===== config.mk =====
export PLATFORM = sky130hd
export DESIGN_NAME = operand_entry
export DESIGN_NICKNAME = d
export VERILOG_FILES = /design/src/rtl/entry_pkg.sv /design/src/rtl/btn_debounce.sv /design/src/rtl/operand_entry.sv
export SDC_FILE = /design/constraint.sdc
export NUM_CORES = 1
export LEC_CHECK = 0
export CAP_MARGIN = 20
export CORE_AREA = 2 2 75 77
export CTS_CLUSTER_DIAMETER = 150
export DETAILED_ROUTE_END_ITERATION = 8
export DIE_AREA = 0 0 77 79
export PLACE_DENSITY = 0.65
export SLEW_MARGIN = 20
export SYNTH_ARGS = -nofsm -noshare
export SYNTH_HDL_FRONTEND = slang
export SYNTH_SLANG_ARGS = --single-unit

===== constraint.sdc =====
create_clock -name clk -period 2.9 [get_ports clk]
set_input_delay 0.58 -clock clk [delete_from_list [all_inputs] [get_ports clk]]
set_output_delay 0.58 -clock clk [all_outputs]
set_load 0.01 [all_outputs]

===== src/rtl/entry_pkg.sv =====
// Shared types and widths for the operand entry front end.
package entry_pkg;

    typedef enum logic {
        COLLECT = 1'b0,
        HOLD    = 1'b1
    } state_t;

    localparam int NIB_W  = 4;
    localparam int WORD_W = 16;

endpackage


===== src/rtl/btn_debounce.sv =====
// Counter-based debouncer for an already-synchronized active-low key,
// with a one-cycle strobe on each debounced press (1->0).
module btn_debounce #(
    parameter int DEBOUNCE_CYCLES = 250000
) (
    input  logic clk,
    input  logic clear,
    input  logic in_sync,
    output logic db_out,
    output logic fall_pulse
);

    localparam int CW = $clog2(DEBOUNCE_CYCLES + 1);

    logic [CW-1:0] cnt;

    // The debounced value only moves after DEBOUNCE_CYCLES disagreeing
    // samples in a row; any agreeing sample restarts the count.
    always_ff @(posedge clk or negedge clear) begin
        if (!clear) begin
            cnt        <= '0;
            db_out     <= 1'b1;
            fall_pulse <= 1'b0;
        end else begin
            fall_pulse <= 1'b0;
            if (in_sync == db_out) begin
                cnt <= '0;
            end else if (cnt == CW'(DEBOUNCE_CYCLES)) begin
                cnt        <= '0;
                db_out     <= in_sync;
                fall_pulse <= db_out & ~in_sync;
            end else begin
                cnt <= cnt + 1'b1;
            end
        end
    end

endmodule


===== src/rtl/operand_entry.sv =====
// Input front end: synchronizes the keys/switches, debounces `next` and packs
// nibbles into a word offered over valid/ready. Optional ENTRY_LONGPRESS_CLR_EN.
module operand_entry
    import entry_pkg::*;
#(
    parameter int DEBOUNCE_CYCLES = 250000,
    parameter int NIBBLES         = 4,
    parameter int LONG_CYCLES     = 50000000
) (
    input  logic              clk,
    input  logic              clear,
    input  logic              next,
    input  logic [NIB_W-1:0]  Din,
    input  logic              level,
    input  logic              word_ready,
    output logic              word_valid,
    output logic [WORD_W-1:0] word_data,
    output logic              level_sync,
    output logic [NIB_W-1:0]  din_sync,
    output logic [1:0]        nib_count,
    output logic              next_pulse
);

    localparam logic [1:0] LAST_NIB = 2'(NIBBLES - 1);

    state_t            state;
    logic              next_s1, next_sync;
    logic [NIB_W-1:0]  din_s1;
    logic              level_s1;
    logic              next_db;
    logic              lp_fire;

    always_ff @(posedge clk or negedge clear) begin
        if (!clear) begin
            next_s1    <= 1'b1;
            next_sync  <= 1'b1;
            din_s1     <= '0;
            din_sync   <= '0;
            level_s1   <= 1'b0;
            level_sync <= 1'b0;
        end else begin
            next_s1    <= next;
            next_sync  <= next_s1;
            din_s1     <= Din;
            din_sync   <= din_s1;
            level_s1   <= level;
            level_sync <= level_s1;
        end
    end

    btn_debounce #(
        .DEBOUNCE_CYCLES(DEBOUNCE_CYCLES)
    ) u_next_db (
        .clk       (clk),
        .clear     (clear),
        .in_sync   (next_sync),
        .db_out    (next_db),
        .fall_pulse(next_pulse)
    );

`ifdef ENTRY_LONGPRESS_CLR_EN
    localparam int LW = $clog2(LONG_CYCLES + 1);

    logic [LW-1:0] lp_cnt;

    // Saturates so the clear fires exactly once per hold of the key.
    always_ff @(posedge clk or negedge clear) begin
        if (!clear) begin
            lp_cnt <= '0;
        end else if (next_db) begin
            lp_cnt <= '0;
        end else if (lp_cnt != LW'(LONG_CYCLES)) begin
            lp_cnt <= lp_cnt + 1'b1;
        end
    end

    assign lp_fire = ~next_db && (lp_cnt == LW'(LONG_CYCLES - 1));
`else
    assign lp_fire = 1'b0;
`endif

    // In HOLD the word is frozen and presses are dropped, including one
    // that lands in the same cycle as the accepting handshake.
    always_ff @(posedge clk or negedge clear) begin
        if (!clear) begin
            state      <= COLLECT;
            word_valid <= 1'b0;
            word_data  <= '0;
            nib_count  <= '0;
        end else begin
            case (state)
                COLLECT: begin
                    if (lp_fire) begin
                        word_data <= '0;
                        nib_count <= '0;
                    end else if (next_pulse) begin
                        word_data <= {word_data[WORD_W-NIB_W-1:0], din_sync};
                        if (nib_count == LAST_NIB) begin
                            nib_count  <= '0;
                            word_valid <= 1'b1;
                            state      <= HOLD;
                        end else begin
                            nib_count <= nib_count + 1'b1;
                        end
                    end
                end
                HOLD: begin
                    if (word_ready) begin
                        word_valid <= 1'b0;
                        word_data  <= '0;
                        state      <= COLLECT;
                    end
                end
                default: begin
                    state <= COLLECT;
                end
            endcase
        end
    end

endmodule

==> results.txt, run 1 <==
Row count: 27
Kind of critical path: register to register
Vias in the first global route: 1391
Via count: 1379
Antenna diodes: 0
# hold bufs at CTS: 0
Longest Clk Path Bufs: 2
Die W: 77 um
Pleak: 1.10 nW
CTS buffer count: 5
Die Ht: 79 um
PD cells: 476 nW/um^2
Synth unique cells: 29
Max_cap viols: 0
Die ar.: 6080 um^2
Ports: 34
Data arrival, critical path: 2.36 ns
# Post-CTS Setup Buffers: 0
Tot Pwr: 1.22 mW
Number of synthesis warnings: 0
Synth Flop Type: dfrtp_1
Worst hold path type: input port to asynchronous set/reset pin
Worst-case vdd ir drop: 0.182 mV
Syn Area/Cell: 12.5 um^2
Initial antenna violation count: 0
CP endpoint kind: register
Crit path required time: 3.07 ns
Clk Latency, worst-skew pair: 0.30 ns
GPL Wtd Cong: 0.769
Post-CTS sizing: 0
Largest net degree at the start of global routing: 38
Endpoints failing setup: 0
WL final: 3.63 mm
Nets: 217
Detail Route Antenna Nets: 0
Max Clock Freq: 458 MHz
Clk sink count: 52
Final Worst Setup Slack: 0.714 ns
DRC Markers: 0
Setup slack, reg-to-reg: 0.71 ns
Final hold vios: 0
Post-synth EDFFs: 0
Cell Count, Final, Fillers Out: 277
Layout cell share with drive strength beyond 1: 0.0927
RSZ-0062 raised after global routing: no
Outcome: finished, final reports clean
GRT overflow: 0
Initial Util: 0.387
Worst r2r src: u_next_db.cnt[10]
H-Tree Depth: 2
Reg2reg end: u_next_db.cnt[7]
P&R area growth vs syn: 24.3%
Gr usage total: 0.136
Asr flop ratio synth: 1.00
Detail Placement HPWL: 2.55 mm
Syn Inst Count: 166
First-pass GRT wire length: 6.53 mm
Post-Place Cells: 269
Layout Utilization: 0.481
Max_slew headroom: 0.693
Setup TNS: 0 ns
Seq/Total Area, Yosys: 0.631
Worst Tran Pin Value: 0.460 ns
First-pass iteration count of the detailed router: 4
CTS tree: yes
Routed WL per cell: 13.1 um
Post-Syn Nets: 179
Minimum clock period: 2.19 ns
Startpoint types: register
Max Slew Vio Count: 0
Vias/cell: 4.98
Dpl ws: 0.732 ns
1st-iter DRT viols: 39
Root Buffer: clkbuf_8
Port bufs: 33
Period utilization: 0.754
Worst Skew: 0.00794 ns
Worst-path clk slew: 0.09 ns
Placeable Area: 5340 um^2
Synthesized cell area: 2070 um^2
Synthesized flop and latch total: 52
Worst r2r path cells: 4
Crit Path Max Fanout: 18
-- worst max path at each step --
stage                       from                end  depth (start not counted)
5_1_grt        u_next_db.cnt[10]   u_next_db.cnt[7]                          4
2_1_floorplan   u_next_db.cnt[9]   u_next_db.db_out                          5
4_1_cts        u_next_db.cnt[10]  u_next_db.cnt[11]                          4
3_5_place_dp   u_next_db.cnt[10]   u_next_db.cnt[7]                          4
6_report       u_next_db.cnt[10]   u_next_db.cnt[7]                          4
3_3_place_gp   u_next_db.cnt[10]   u_next_db.cnt[5]                          4
-- power breakdown --
part           total [mW]  switching (mW)  internal, mW
sequential          0.746         0.00828         0.737
combinational      0.0505          0.0284        0.0221
clock               0.426           0.232         0.193
-- Yosys cell counts, drive strengths merged, types with 2 or more instances --
cell	instances	area share
a21oi	3	0.0073
a22o	16	0.068
buf	2	0.011
clkbuf	3	0.0054
dfrtp	49	0.59
dfstp	3	0.038
ha	4	0.024
inv	7	0.013
mux2	3	0.016
nand2	6	0.011
nand3	5	0.012
nand4	7	0.021
nor2	20	0.036
nor3	5	0.012
nor4	5	0.015
or4	4	0.016
xnor2	11	0.047
xor2	4	0.017
-- through the flow --
step / hold WS, ns / area, um^2
after detailed placement: 0.335 / 2470
after floorplan: 0.284 / 2070
after CTS: 0.161 / 2570
after global routing: 0.179 / 2570
after global placement: 0.331 / 2470
final: 0.161 / 2570
-- routing by layer --
metal	global-route usage	part of all wire	vias up
met1	0.182	0.45	684
met4	0.0589	0.019	0
li1	-	-	659
met3	0.0364	0.048	6
met5	0	0	-
met2	0.210	0.48	30
-- critical path, cell delays in order (launching register included) --
cell and delay (ns):
dfrtp_1 0.45, or4_1 0.57, or4_4 0.53, o21bai_4 0.39
nor2_1 0.10
-- cells by family after synthesis --
kind of cell / after synthesis / synth area share
xor+xnor: 15 / 0.0636
fa+ha+maj: 4 / 0.0242
buf+inv: 12 / 0.0291
mux: 4 / 0.0212
simple gates: 57 / 0.141
flops: 52 / 0.631
compound gates: 22 / 0.0896
-- placed cells by master, fill, tap and decap left out, types with 3 or more instances in the layout --
master / instances
xnor2_1: 11
inv_1: 7
nor2_1: 20
ha_1: 4
a21oi_1: 3
nor4_1: 5
nand4_1: 7
nand3_1: 5
nor3_1: 5
nand2_1: 6
buf_4: 3
dfstp_2: 3
xor2_1: 4
clkdlybuf4s50_1: 32
a22o_1: 16
dfrtp_1: 49
clkbuf_8: 6
or4_1: 3
-- flip-flops by register name, indices dropped and copies added, names as in the netlist --
register              cells
u_next_db.fall_pulse      1
din_sync                  4
level_s1                  1
word_data                16
din_s1                    4
level_sync                1
u_next_db.db_out          1
nib_count                 2
state                     1
next_s1                   1
next_sync                 1
u_next_db.cnt            18
word_valid                1
-- layout make-up --
| class | count | area, um^2 |
|---|---|---|
| inverters | 7 | 26.3 |
| flip-flops and latches | 52 | 1310 |
| repair buffers | 36 | 348 |
| clock inverters | 2 | 15.0 |
| clock buffers | 6 | 82.6 |
| well taps | 72 | 90.1 |
| fillers | 526 | 2770 |
| multi-input cells | 102 | 702 |
Power figures use the tool's default switching activity.
==> run 2, diff against run 1 <==
PLACE_DENSITY = 0.67   (was 0.65)
clock period = 2 ns   (was 2.9 ns; I/O delays follow)
==> run 2 against run 1 <==
Compared with the run above:
- clock skew decreased by 0.0030 ns
- die area did not move
- combinational power increased by 78%
- core utilization up 2.6 points
- register-to-register slack lost 0.68 ns
- sequential power rose by 45%
==> results.txt, run 2 (synthesis gave the netlist of run 1 again) <==
Outcome: finished, final reports clean
Nets: 230
RSZ-0062 raised after global routing: yes
GRT overflow: 0
Setup TNS: 0 ns
Clk sink count: 52
Minimum clock period: 1.97 ns
Worst hold path type: input port to asynchronous set/reset pin
DRC Markers: 0
First-pass iteration count of the detailed router: 4
Initial antenna violation count: 0
GPL Wtd Cong: 0.768
Largest regs: u_next_db.cnt: 18 flops, word_data: 16 flops
Crit-path max cell delay: 0.54 ns
Die Ht: 79 um
P&R area growth vs syn: 31.1%
PD cells: 658 nW/um^2
Worst-case vdd ir drop: 0.339 mV
Detail Placement HPWL: 2.65 mm
GR Util met1: 0.183
Commonest non-fill, non-tap cells in the layout: dfrtp_1, clkdlybuf4s50_1, nor2_1, a22o_1, buf_4
Crit Path Max Fanout: 3
H-Tree Depth: 2
Clk Latency, worst-skew pair: 0.30 ns
Max_cap viols: 0
Die ar.: 6080 um^2
GR peak layer: met2
Crit path required time: 2.23 ns
WL final: 3.86 mm
Gr usage total: 0.136
Detail Route Antenna Nets: 0
Kind of critical path: register to register
Worst hold slack: 0.0412 ns
Placeable Area: 5340 um^2
Max Slew Vio Count: 0
Pleak: 1.18 nW
Routed WL per cell: 13.3 um
Vias in the first global route: 1396
Ports: 34
Die W: 77 um
Via count: 1426
Worst-path clk slew: 0.09 ns
Layout cell share with drive strength beyond 1: 0.161
# hold bufs at CTS: 0
Max_slew headroom: 0.528
First-pass GRT wire length: 6.58 mm
CTS tree: yes
CP endpoint kind: register
Port bufs: 33
Antenna diodes: 0
GRT met2 Usage: 0.218
Endpoints failing setup: 0
Final hold vios: 0
Largest net degree at the start of global routing: 24
Critical path, cell by cell: or4_1 > or4_4 > nor3_4 > mux2_4
Largest Register: u_next_db.cnt
Row count: 27
Worst r2r path cells: 4
Layout Utilization: 0.508
Data arrival, critical path: 2.20 ns
Worst Skew: 0.00495 ns
Largest register FFs: 18
Startpoint types: register
Longest Clk Path Bufs: 2
Root Buffer: clkbuf_8
Initial Util: 0.387
Period utilization: 0.984
1st-iter DRT viols: 47
Commonest non-fill, non-tap cell in the layout: dfrtp_1
Max Clock Freq: 508 MHz
CTS buffer count: 5
Met3 Usage GRT: 0.0352
Worst Tran Pin Value: 0.708 ns
Slowest cell on crit path: or4_4
Vias/cell: 4.92
==> run 2: cell count changes in the layout (fill, tap and decap cells not counted), sizes merged <==
cell and change:
clkbuf +1, clkinvlp -1, buf +13
==> run 2: layout make-up <==
cell class              count  area, um^2
well taps                  72        90.1
flip-flops and latches     52        1310
clock inverters             1        7.51
fillers                   505        2630
multi-input cells         102         724
repair buffers             49         470
clock buffers               7        86.3
inverters                   7        26.3
==> run 2: worst paths after layout <==
path                               endpoint              start  slack [ns]
max                        u_next_db.db_out  u_next_db.cnt[10]        0.03
min                            word_data[0]              clear        0.04
max reg2reg                u_next_db.db_out  u_next_db.cnt[10]        0.03
min reg2reg                     din_sync[3]          din_s1[3]        0.35
max in group asynchronous           next_s1              clear        1.40
min in group clk                din_sync[3]          din_s1[3]        0.35
==> run 2: power breakdown <==
part / switching [mW] / internal (mW)
Sequential: 0.00990 / 1.07
Clock: 0.333 / 0.282
Combinational: 0.0472 / 0.0429
Total: 0.390 / 1.39
==> run 2: stage by stage <==
stage / cell area (um^2) / cells / power [mW] / worst slack (ns)
after global routing: 2710 / 290 / 1.86 / -0.0112
after detailed placement: 2580 / 280 / 1.19 / -0.0975
final: 2710 / 290 / 1.78 / 0.0316
after global placement: 2580 / 280 / 1.19 / -0.0423
after CTS: 2700 / 289 / 1.81 / 0.00403
after floorplan: 2070 / 166 / 1.12 / 0.000472
==> run 2: per-layer routing <==
layer  routed length (um)  vias up
li1                     -      685
met1                 1860      701
met2                 1800       36
met3                  147        4
met4                   49        0
met5                    0        -
==> run 2: critical path: cells and delay by family, from the launching register on <==
family | cells | cell delay [ns]
AND/OR/NAND/NOR | 3 | 1.19
multiplexers | 1 | 0.32
flip-flops | 1 | 0.39
==> run 2: timing repair <==
action / 4_1_cts / 5_1_grt
endpoints found under the hold margin: 0 / 0
pin swaps: 1 / 1
endpoints found under the setup margin: 1 / 3
resized for setup: 3 / 0
setup buffers: 1 / 1
